==> src/rtl/genius_disp_pkg.sv <==
// ----------------------------------------------------------------------------
// genius_disp_pkg
//   Shared constants for the Genius score display path.
//   - ST_SHOW / ST_OVER / ST_WIN : display FSM state encoding (2 bits)
//   - CODE_W                     : width of the 7-segment decoder input code
//   - CODE_ERR_DFLT              : decoder code for the error ("Er") pattern
//   - CODE_WIN_DFLT              : decoder code for the win ("SS") pattern
// ----------------------------------------------------------------------------
package genius_disp_pkg;

    localparam int CODE_W = 6;

    localparam logic [1:0] ST_SHOW = 2'd0;
    localparam logic [1:0] ST_OVER = 2'd1;
    localparam logic [1:0] ST_WIN  = 2'd2;

    localparam logic [CODE_W-1:0] CODE_ERR_DFLT = 6'd33;
    localparam logic [CODE_W-1:0] CODE_WIN_DFLT = 6'd34;

endpackage

==> src/rtl/blink_tick_gen.sv <==
// ----------------------------------------------------------------------------
// blink_tick_gen
//   Free-running 0..BLINK_CYC-1 counter used to pace the display flash.
//   Ports:
//     clk    in  1  system clock, rising edge
//     rst_n  in  1  asynchronous active-low reset
//     en     in  1  count enable (high while a flashing state is active)
//     clr    in  1  synchronous clear, wins over en
//     tick   out 1  high for the cycle in which the counter wraps
//   tick is decoded from the counter so the consumer toggles on the same
//   edge the counter returns to zero.
// ----------------------------------------------------------------------------
module blink_tick_gen #(
    parameter int BLINK_CYC = 4
) (
    input  logic clk,
    input  logic rst_n,
    input  logic en,
    input  logic clr,
    output logic tick
);

    localparam int               CNT_W    = (BLINK_CYC > 1) ? $clog2(BLINK_CYC) : 1;
    localparam logic [CNT_W-1:0] CNT_LAST = CNT_W'(BLINK_CYC - 1);
    localparam logic [CNT_W-1:0] CNT_ONE  = CNT_W'(1);

    logic [CNT_W-1:0] cnt_r;
    logic             wrap_s;

    // Wrap detection: only a counting, non-cleared cycle can wrap.
    always_comb begin
        wrap_s = en && !clr && (cnt_r == CNT_LAST);
    end

    // Flash period counter.
    always_ff @(posedge clk or negedge rst_n) begin
        if (!rst_n) begin
            cnt_r <= '0;
        end else if (clr) begin
            cnt_r <= '0;
        end else if (en) begin
            if (cnt_r == CNT_LAST) begin
                cnt_r <= '0;
            end else begin
                cnt_r <= cnt_r + CNT_ONE;
            end
        end else begin
            cnt_r <= cnt_r;
        end
    end

    assign tick = wrap_s;

endmodule

==> src/rtl/score_display_ctrl.sv <==
// ----------------------------------------------------------------------------
// score_display_ctrl
//   Keeps the Genius player score and sequences the two-digit 7-segment
//   decoder: SHOW displays the score, OVER flashes the error code, WIN
//   flashes the win code.
//   Ports:
//     clk         in  1  system clock, rising edge
//     rst_n       in  1  asynchronous active-low reset
//     score_inc   in  1  pulse: round won, score +1
//     score_clr   in  1  pulse: new game, score = 0, back to SHOW
//     game_over   in  1  pulse: player error, enter OVER
//     disp_code   out 6  decoder code, registered
//     disp_blank  out 1  force decoder outputs off, registered
//     state_o     out 2  FSM state (0 SHOW, 1 OVER, 2 WIN), registered
//   Build option: define DISP_BLINK_EN to enable flashing in OVER/WIN.
//   Without it OVER shows CODE_ERR and WIN shows CODE_WIN steadily.
//   Event priority: score_clr > game_over > score_inc.
//   Outputs are decoded from the registered state, so an event taken at
//   one edge becomes visible after the following edge.
// ----------------------------------------------------------------------------
module score_display_ctrl
    import genius_disp_pkg::*;
#(
    parameter int                CLK_HZ    = 50_000_000,
    parameter int                BLINK_MS  = 500,
    parameter int                MAX_SCORE = 32,
    parameter logic [CODE_W-1:0] CODE_ERR  = CODE_ERR_DFLT,
    parameter logic [CODE_W-1:0] CODE_WIN  = CODE_WIN_DFLT
) (
    input  logic              clk,
    input  logic              rst_n,
    input  logic              score_inc,
    input  logic              score_clr,
    input  logic              game_over,
    output logic [CODE_W-1:0] disp_code,
    output logic              disp_blank,
    output logic [1:0]        state_o
);

    localparam logic [CODE_W-1:0] SCORE_MAX  = CODE_W'(MAX_SCORE);
    localparam logic [CODE_W-1:0] SCORE_LAST = CODE_W'(MAX_SCORE - 1);
    localparam logic [CODE_W-1:0] SCORE_ONE  = CODE_W'(1);

    logic [CODE_W-1:0] score_r;
    logic [CODE_W-1:0] score_nxt_s;
    logic [1:0]        state_r;
    logic [1:0]        state_nxt_s;
    logic              phase_s;
    logic [CODE_W-1:0] code_s;
    logic              blank_s;

    // Next score / state from the event pulses, highest priority first.
    always_comb begin
        score_nxt_s = score_r;
        state_nxt_s = state_r;
        if (score_clr) begin
            score_nxt_s = '0;
            state_nxt_s = ST_SHOW;
        end else begin
            case (state_r)
                ST_SHOW: begin
                    if (game_over) begin
                        state_nxt_s = ST_OVER;
                    end else if (score_inc) begin
                        if (score_r < SCORE_LAST) begin
                            score_nxt_s = score_r + SCORE_ONE;
                        end else begin
                            // Reaching the limit saturates and wins.
                            score_nxt_s = SCORE_MAX;
                            state_nxt_s = ST_WIN;
                        end
                    end else begin
                        score_nxt_s = score_r;
                    end
                end
                ST_OVER: begin
                    state_nxt_s = ST_OVER;
                end
                ST_WIN: begin
                    state_nxt_s = ST_WIN;
                end
                default: begin
                    // Unreachable encoding: recover to a clean new game.
                    score_nxt_s = '0;
                    state_nxt_s = ST_SHOW;
                end
            endcase
        end
    end

    // Score and FSM state registers.
    always_ff @(posedge clk or negedge rst_n) begin
        if (!rst_n) begin
            score_r <= '0;
            state_r <= ST_SHOW;
        end else begin
            score_r <= score_nxt_s;
            state_r <= state_nxt_s;
        end
    end

`ifdef DISP_BLINK_EN
    localparam int BLINK_CYC = (CLK_HZ / 1000) * BLINK_MS;

    logic flash_en_s;
    logic flash_clr_s;
    logic tick_s;
    logic phase_r;

    // Flash timing runs only in OVER/WIN and restarts on entry or new game.
    always_comb begin
        flash_en_s  = (state_r == ST_OVER) || (state_r == ST_WIN);
        flash_clr_s = score_clr ||
                      ((state_nxt_s != state_r) && (state_nxt_s != ST_SHOW));
    end

    blink_tick_gen #(
        .BLINK_CYC (BLINK_CYC)
    ) u_blink_tick_gen (
        .clk   (clk),
        .rst_n (rst_n),
        .en    (flash_en_s),
        .clr   (flash_clr_s),
        .tick  (tick_s)
    );

    // Flash phase: toggles once per counter wrap.
    always_ff @(posedge clk or negedge rst_n) begin
        if (!rst_n) begin
            phase_r <= 1'b0;
        end else if (flash_clr_s) begin
            phase_r <= 1'b0;
        end else if (tick_s) begin
            phase_r <= ~phase_r;
        end else begin
            phase_r <= phase_r;
        end
    end

    // Phase seen by the display decode.
    always_comb begin
        phase_s = phase_r;
    end
`else
    // Steady display: the phase never leaves 0.
    always_comb begin
        phase_s = 1'b0;
    end
`endif

    // Display decode from the registered state.
    always_comb begin
        code_s  = score_r;
        blank_s = 1'b0;
        case (state_r)
            ST_SHOW: begin
                // Guard: never hand the decoder a code above the win pattern.
                if (score_r > CODE_WIN) begin
                    code_s = CODE_ERR;
                end else begin
                    code_s = score_r;
                end
            end
            ST_OVER: begin
                if (phase_s) begin
                    code_s = score_r;
                end else begin
                    code_s = CODE_ERR;
                end
            end
            ST_WIN: begin
                code_s  = CODE_WIN;
                blank_s = phase_s;
            end
            default: begin
                code_s  = CODE_ERR;
                blank_s = 1'b0;
            end
        endcase
    end

    // Registered outputs.
    always_ff @(posedge clk or negedge rst_n) begin
        if (!rst_n) begin
            disp_code  <= '0;
            disp_blank <= 1'b0;
            state_o    <= ST_SHOW;
        end else begin
            disp_code  <= code_s;
            disp_blank <= blank_s;
            state_o    <= state_r;
        end
    end

endmodule

==> config.mk <==
export PLATFORM = sky130hd
export DESIGN_NAME = score_display_ctrl
export DESIGN_NICKNAME = d
export VERILOG_FILES = /design/src/rtl/genius_disp_pkg.sv /design/src/rtl/blink_tick_gen.sv /design/src/rtl/score_display_ctrl.sv
export SDC_FILE = /design/constraint.sdc
export NUM_CORES = 1
export LEC_CHECK = 0
export BUFFER_PORTS_ARGS = -buffer_cell sky130_fd_sc_hd__buf_4
export CAP_MARGIN = 20
export CORE_MARGIN = 3
export CORE_UTILIZATION = 45
export DETAILED_ROUTE_END_ITERATION = 8
export PLACE_DENSITY = 0.72
export SKIP_CTS_REPAIR_TIMING = 1
export SLEW_MARGIN = 15
export SYNTH_ARGS = -nofsm -noshare
export SYNTH_HDL_FRONTEND = slang
export SYNTH_SLANG_ARGS = --single-unit
==> constraint.sdc <==
create_clock -name clk -period 2.1 [get_ports clk]
set_clock_uncertainty 0.2 [all_clocks]
set_input_delay 0.105 -clock clk [delete_from_list [all_inputs] [get_ports clk]]
set_output_delay 0.105 -clock clk [all_outputs]
set_load 0.03 [all_outputs]
=== Word level (Yosys, flattened, before mapping) ===
Cells that the tools add are included.

* Input bits: 5
* Word-level logic and storage cells: 30
* Register bits after elaboration: 16
* Output and inout bits: 9

* Add/subtract/negate cells: 1
* Muxes and demuxes: 12
* Eq/ne operators: 7
* Reductions and logical operators: 4
* $lt $le $gt $ge: 2

{| class="wikitable"
|+ Operators by type and width
! operator !! number
|-
| $mux W6 || 5
|-
| $pmux W6 S2 || 2
|-
| $mux W2 || 4
|-
| $ne A4 B4 Y1 const B || 2
|-
| $add A6 B1 Y6 const B || 1
|-
| $gt A6 B6 Y1 const B || 1
|-
| $lt A6 B5 Y1 const B || 1
|-
| $ne A3 B3 Y1 const B || 2
|-
| $pmux W2 S3 || 1
|-
| $reduce_and A3 Y1 || 1
|-
| $eq A2 B1 Y1 const B || 1
|-
| $eq A2 B2 Y1 const B || 1
|-
| $logic_not A2 Y1 || 1
|-
| $ne A2 B1 Y1 const B || 1
|-
| $reduce_and A2 Y1 || 1
|-
| $reduce_or A2 Y1 || 1
|}

=== Logic depth before layout (Yosys ltp) ===
* Depth in word-level cells: 6
* Gate-level depth with buffers: 6
* Gate-level depth less buffers: 5

=== Least setup slack after synthesis ===
No wires, ideal clock.

* Path kind: register to register
* Start: register state_r[0]
* End: register state_r[1]
* Buffers on the path: 1
* Arrival time: 1.488 ns
* Library setup time: 0.082 ns
* Stages on the path, launching flop included: 7
* Slack: 0.330 ns
* Period minus slack after synthesis: 1.770 ns
* Required time: 1.818 ns
* Path through: dfrtp_1 inv_1 ha_1 buf_4 and2b_1 or4b_1 a31oi_1

* Cells in the longest elaborated chain, start to end: 3
* Elaborated cells between the ends (all ways): 8
* Those cells by class: 4 x eq/ne; 2 x mux; 2 x reduce/logical

{| class="wikitable"
|+ RTL lines
! item !! line !! RTL
|-
| start, declared || score_display_ctrl.sv:46 || <nowiki>logic [1:0] state_r;</nowiki>
|-
| start signal, assigned || score_display_ctrl.sv:98 || <nowiki>state_r <= state_nxt_s;</nowiki>
|-
| $eq A2 B2 Y1, or another cell as far along || score_display_ctrl.sv:60 || <nowiki>case (state_r)</nowiki>
|-
| $pmux W2 S3 or $ne A4 B4 Y1 (tied branches) || -- ||
|-
| $mux W2 or $reduce_and A2 Y1 (tied branches) || -- ||
|}

Parallel ways exist; a longest one is shown, timed or not.
A chain may end at the register's enable or synchronous reset.

=== Worst setup path in the final report ===
* Start: register state_r[0]
* End: register score_r[2]

* Cells in the longest elaborated chain, start to end: 4
* Elaborated cells between the ends (all ways): 10
* Those cells by class: 5 x eq/ne; 2 x mux; 3 x reduce/logical

{| class="wikitable"
|+ RTL lines
! item !! line !! RTL
|-
| $eq A2 B1 Y1 or $eq A2 B2 Y1 (tied branches) || score_display_ctrl.sv:60 ||
|-
| $reduce_or A2 Y1 (no source line) || -- ||
|-
| $pmux W6 S2 or $ne A2 B1 Y1 (tied branches) || -- ||
|-
| $mux W6 or $reduce_and A3 Y1 (tied branches) || -- ||
|-
| end signal, assigned || score_display_ctrl.sv:97 || <nowiki>score_r <= score_nxt_s;</nowiki>
|-
| end, declared || score_display_ctrl.sv:44 || <nowiki>logic [CODE_W-1:0] score_r;</nowiki>
|}

Parallel ways exist; a longest one is shown, timed or not.

==> impl_summary.log <==
[metrics] status: finished, violations left
[metrics] violated checks: negative hold slack
[metrics] number of placement rows: 15
[metrics] max-slew violations: 0
[metrics] min-delay worst type: in -> async
[metrics] final antenna diode count: 0
[metrics] drt via density: 5.57
[metrics] number of synthesized flops with an enable pin: 0
[metrics] initial standard-cell utilization of the core: 0.486
[metrics] post-synth top area share: 0.472
[metrics] classification of the worst setup path: reg -> reg
[metrics] core footprint: 1750 um2
[metrics] routed via count: 674
[metrics] required time of the worst setup path: 2.08 ns
[metrics] hold_ws: -0.000584 ns
[metrics] Layout Nets: 106
[metrics] highest attainable clock frequency: 0.521 GHz
[metrics] number of CTS-inserted buffers: 3
[metrics] first-pass GRT wire length: 2.77 mm
[metrics] pin count of the biggest net entering global routing: 17
[metrics] slack of the worst reg-to-reg path: 0.18 ns
[metrics] top cells by instance count after synthesis: sky130_fd_sc_hd__dfrtp_1 (16), sky130_fd_sc_hd__inv_1 (6), sky130_fd_sc_hd__nand3_1 (5)
[metrics] share of the cycle needed by the critical path after routing: 0.914
[metrics] post-synthesis sequential element count: 16
[metrics] largest cells by area after synthesis: sky130_fd_sc_hd__dfrtp_1 (47%), sky130_fd_sc_hd__ha_1 (5.9%), sky130_fd_sc_hd__a31oi_1 (2.9%)
[metrics] clock slew seen by the registers of the worst setup and hold paths: 0.10 ns
[metrics] overall overflow remaining after global route: 0
[metrics] prevailing post-synth register cell: sky130_fd_sc_hd__dfrtp_1
[metrics] library cell with the largest summed area after synthesis: sky130_fd_sc_hd__dfrtp_1
[metrics] worst setup slack after placement: 0.216 ns
[metrics] area of the multi-input gates: 403 um2
[metrics] final core utilization: 0.585
[metrics] number of cell instances on the worst register-to-register path: 5
[metrics] area growth from synthesis to final layout: 20.4%
[metrics] Worst Path Buf+Inv: 1
[metrics] CTS tree: done
[metrics] Total Die Area: 2440 um2
[metrics] Post-Synthesis Net Count: 88
[metrics] CP Launch Point: state_r[0]
[metrics] final WL: 1.64 mm
[metrics] antenna-violating nets left: 0
[metrics] crit end category: register
[metrics] crit path setup slack, layout: 0.182 ns
[metrics] number of ports placed on the die boundary: 14
[metrics] data arrival time of the critical path: 1.90 ns
[metrics] RSZ-0062 raised after global routing: no
[metrics] area after detailed placement: 955 um2
[metrics] antenna violations before repair: 0
[metrics] routed length per instance: 13.5 um
[metrics] minimum clock period after layout: 1.92 ns
[metrics] share of layout cells above drive strength 1: 0.260
[metrics] MaxCap Viol Count: 0
[metrics] drt pass-1 iters: 4
[metrics] Port-buffer cells: 12
[metrics] hold violation total from the final report: 3
[metrics] library cell used as clock root buffer: sky130_fd_sc_hd__clkbuf_4
[metrics] share of the yosys chip area belonging to registers: 0.472
[metrics] number of sinks handled by clock tree synthesis: 16
[metrics] via count of the first global-routing pass: 633
[metrics] combined area of all synthesized cells: 848 um2
[metrics] Synth Instances: 79
[metrics] Iteration-0 DRC Markers: 15
[metrics] Sequential cell area: 400 um2
[metrics] number of H-tree levels: 1
[metrics] crit path to: score_r[2]
[metrics] end of the worst register-to-register path: score_r[2]
[metrics] die height: 49.4 um
[metrics] fillers: 158
[metrics] Avg Inst Size Synth: 10.7 um2
[metrics] critical path fanouts, max: 5
[metrics] HPWL after detailed placement: 1.16 mm
[metrics] distinct cell type count after synthesis: 33
[metrics] number of cells on the critical path: 5
[metrics] reg-to-reg startpoint: state_r[0]
[metrics] cell breakdown of the critical path: inv_1 > ha_1 > nor3b_1 > o32ai_1 > o2bb2ai_1
[metrics] buffer depth of the longest clock path: 2
[metrics] async set-or-reset flop fraction in the synthesized netlist: 1.00
[metrics] CP max-delay cell: sky130_fd_sc_hd__nor3b_1
[metrics] top-count cell post-synth: sky130_fd_sc_hd__dfrtp_1
[metrics] critical path launch point type: register
[metrics] cell count after placement: 114
[metrics] final count of negative-setup-slack endpoints: 0
[metrics] count of placed standard cells in the final layout, fillers left out: 121
[metrics] family with the most delay on the worst path: simple AND/OR/NAND/NOR gates
[metrics] Warnings, synthesis: 0
[metrics] critical path's largest stage delay: 0.42 ns
[metrics] insertion delay to the later sink of the worst-skew pair: 0.29 ns
[metrics] final instance area: 1020 um2
[metrics] DRC violation count after routing: 0
[metrics] x dimension of the die: 49.4 um
[metrics] leakage power summed over all cells: 0.000465 uW
[metrics] final sum of negative setup slack: 0 ns
[metrics] all-layer global routing usage: 0.149
[metrics] RePlAce Congestion: 0.884
[metrics] Max rail drop VDD: 0.306 mV
[metrics] Power per Cell Area: 648 nW/um2
-- worst min-delay path by stage --
stage              endpoint   from  slack (ns)  cells past startpoint
2_1_floorplan  disp_code[0]  rst_n       -0.39                      0
3_3_place_gp     state_o[1]  rst_n       -0.23                      1
3_5_place_dp     state_o[1]  rst_n       -0.22                      1
4_1_cts          state_o[0]  rst_n       -0.54                      1
5_1_grt        disp_code[1]  rst_n        0.02                      2
6_report         state_r[0]  rst_n     -0.0006                      2
-- sequential cells by signal, summed over array words and instances, names as in the netlist --
name       flops
score_r        6
disp_code      6
state_r        2
state_o        2
-- layout by cell type (no fill, tap or decap), types with 2 or more instances in the layout --
cell type,n
sky130_fd_sc_hd__ha_1,4
sky130_fd_sc_hd__dfrtp_1,16
sky130_fd_sc_hd__inv_1,6
sky130_fd_sc_hd__clkbuf_4,3
sky130_fd_sc_hd__o32ai_1,2
sky130_fd_sc_hd__nand2b_1,4
sky130_fd_sc_hd__a31oi_1,4
sky130_fd_sc_hd__buf_4,13
sky130_fd_sc_hd__nor2b_1,3
sky130_fd_sc_hd__nand3_1,5
sky130_fd_sc_hd__nand2_1,4
sky130_fd_sc_hd__o21ai_0,2
sky130_fd_sc_hd__dlygate4sd3_1,3
sky130_fd_sc_hd__o2bb2ai_1,2
sky130_fd_sc_hd__and3_2,2
sky130_fd_sc_hd__and2_1,3
-- cell families after synthesis --
logic type / after synthesis / share of synthesized area
AND/OR/NAND/NOR: 29 / 0.223
AO/OA/AOI/OAI: 20 / 0.189
flip-flops: 16 / 0.472
buffers and inverters: 9 / 0.0531
adder cells (fa/ha/maj): 4 / 0.0590
other: 1 / 0.00442
-- power by group --
group	switching [uW]	internal, uW	total [uW]
logic	76.4	49.1	126
registers	7.97	321	329
clock network	101	105	207
total	186	476	662
-- metrics by stage --
stage,hold slack [ns],total power [uW]
final,-0.000584,662
after global routing,0.0232,701
after CTS,-0.545,664
after detailed placement,-0.223,456
after global placement,-0.227,455
after floorplan,-0.391,414
-- worst register-to-register path, delay by kind of cell, from the launching register on --
kind                       cells  cell delay [ns]
AOI/OAI and AO/OA              2             0.31
adders and majority gates      1             0.37
buffers and inverters          1             0.10
DFF                            1             0.40
and+or+nand+nor                1             0.42
-- final cells by class --
| type | count | share of cell area |
|---|---|---|
| multi-input cells | 54 | 0.395 |
| flip-flops and latches | 16 | 0.392 |
| repair buffers | 16 | 0.125 |
| clock buffers | 4 | 0.0355 |
| well taps | 25 | 0.0306 |
| inverters | 6 | 0.0221 |
-- layer usage --
layer / up-vias / share of wire / GRT usage
met5: - / 0 / 0
met4: 0 / 0.029 / 0.115
met3: 6 / 0.050 / 0.0306
met2: 27 / 0.46 / 0.214
met1: 317 / 0.46 / 0.193
li1: 324 / - / -
No activity file was read; power rests on OpenSTA's default activity.
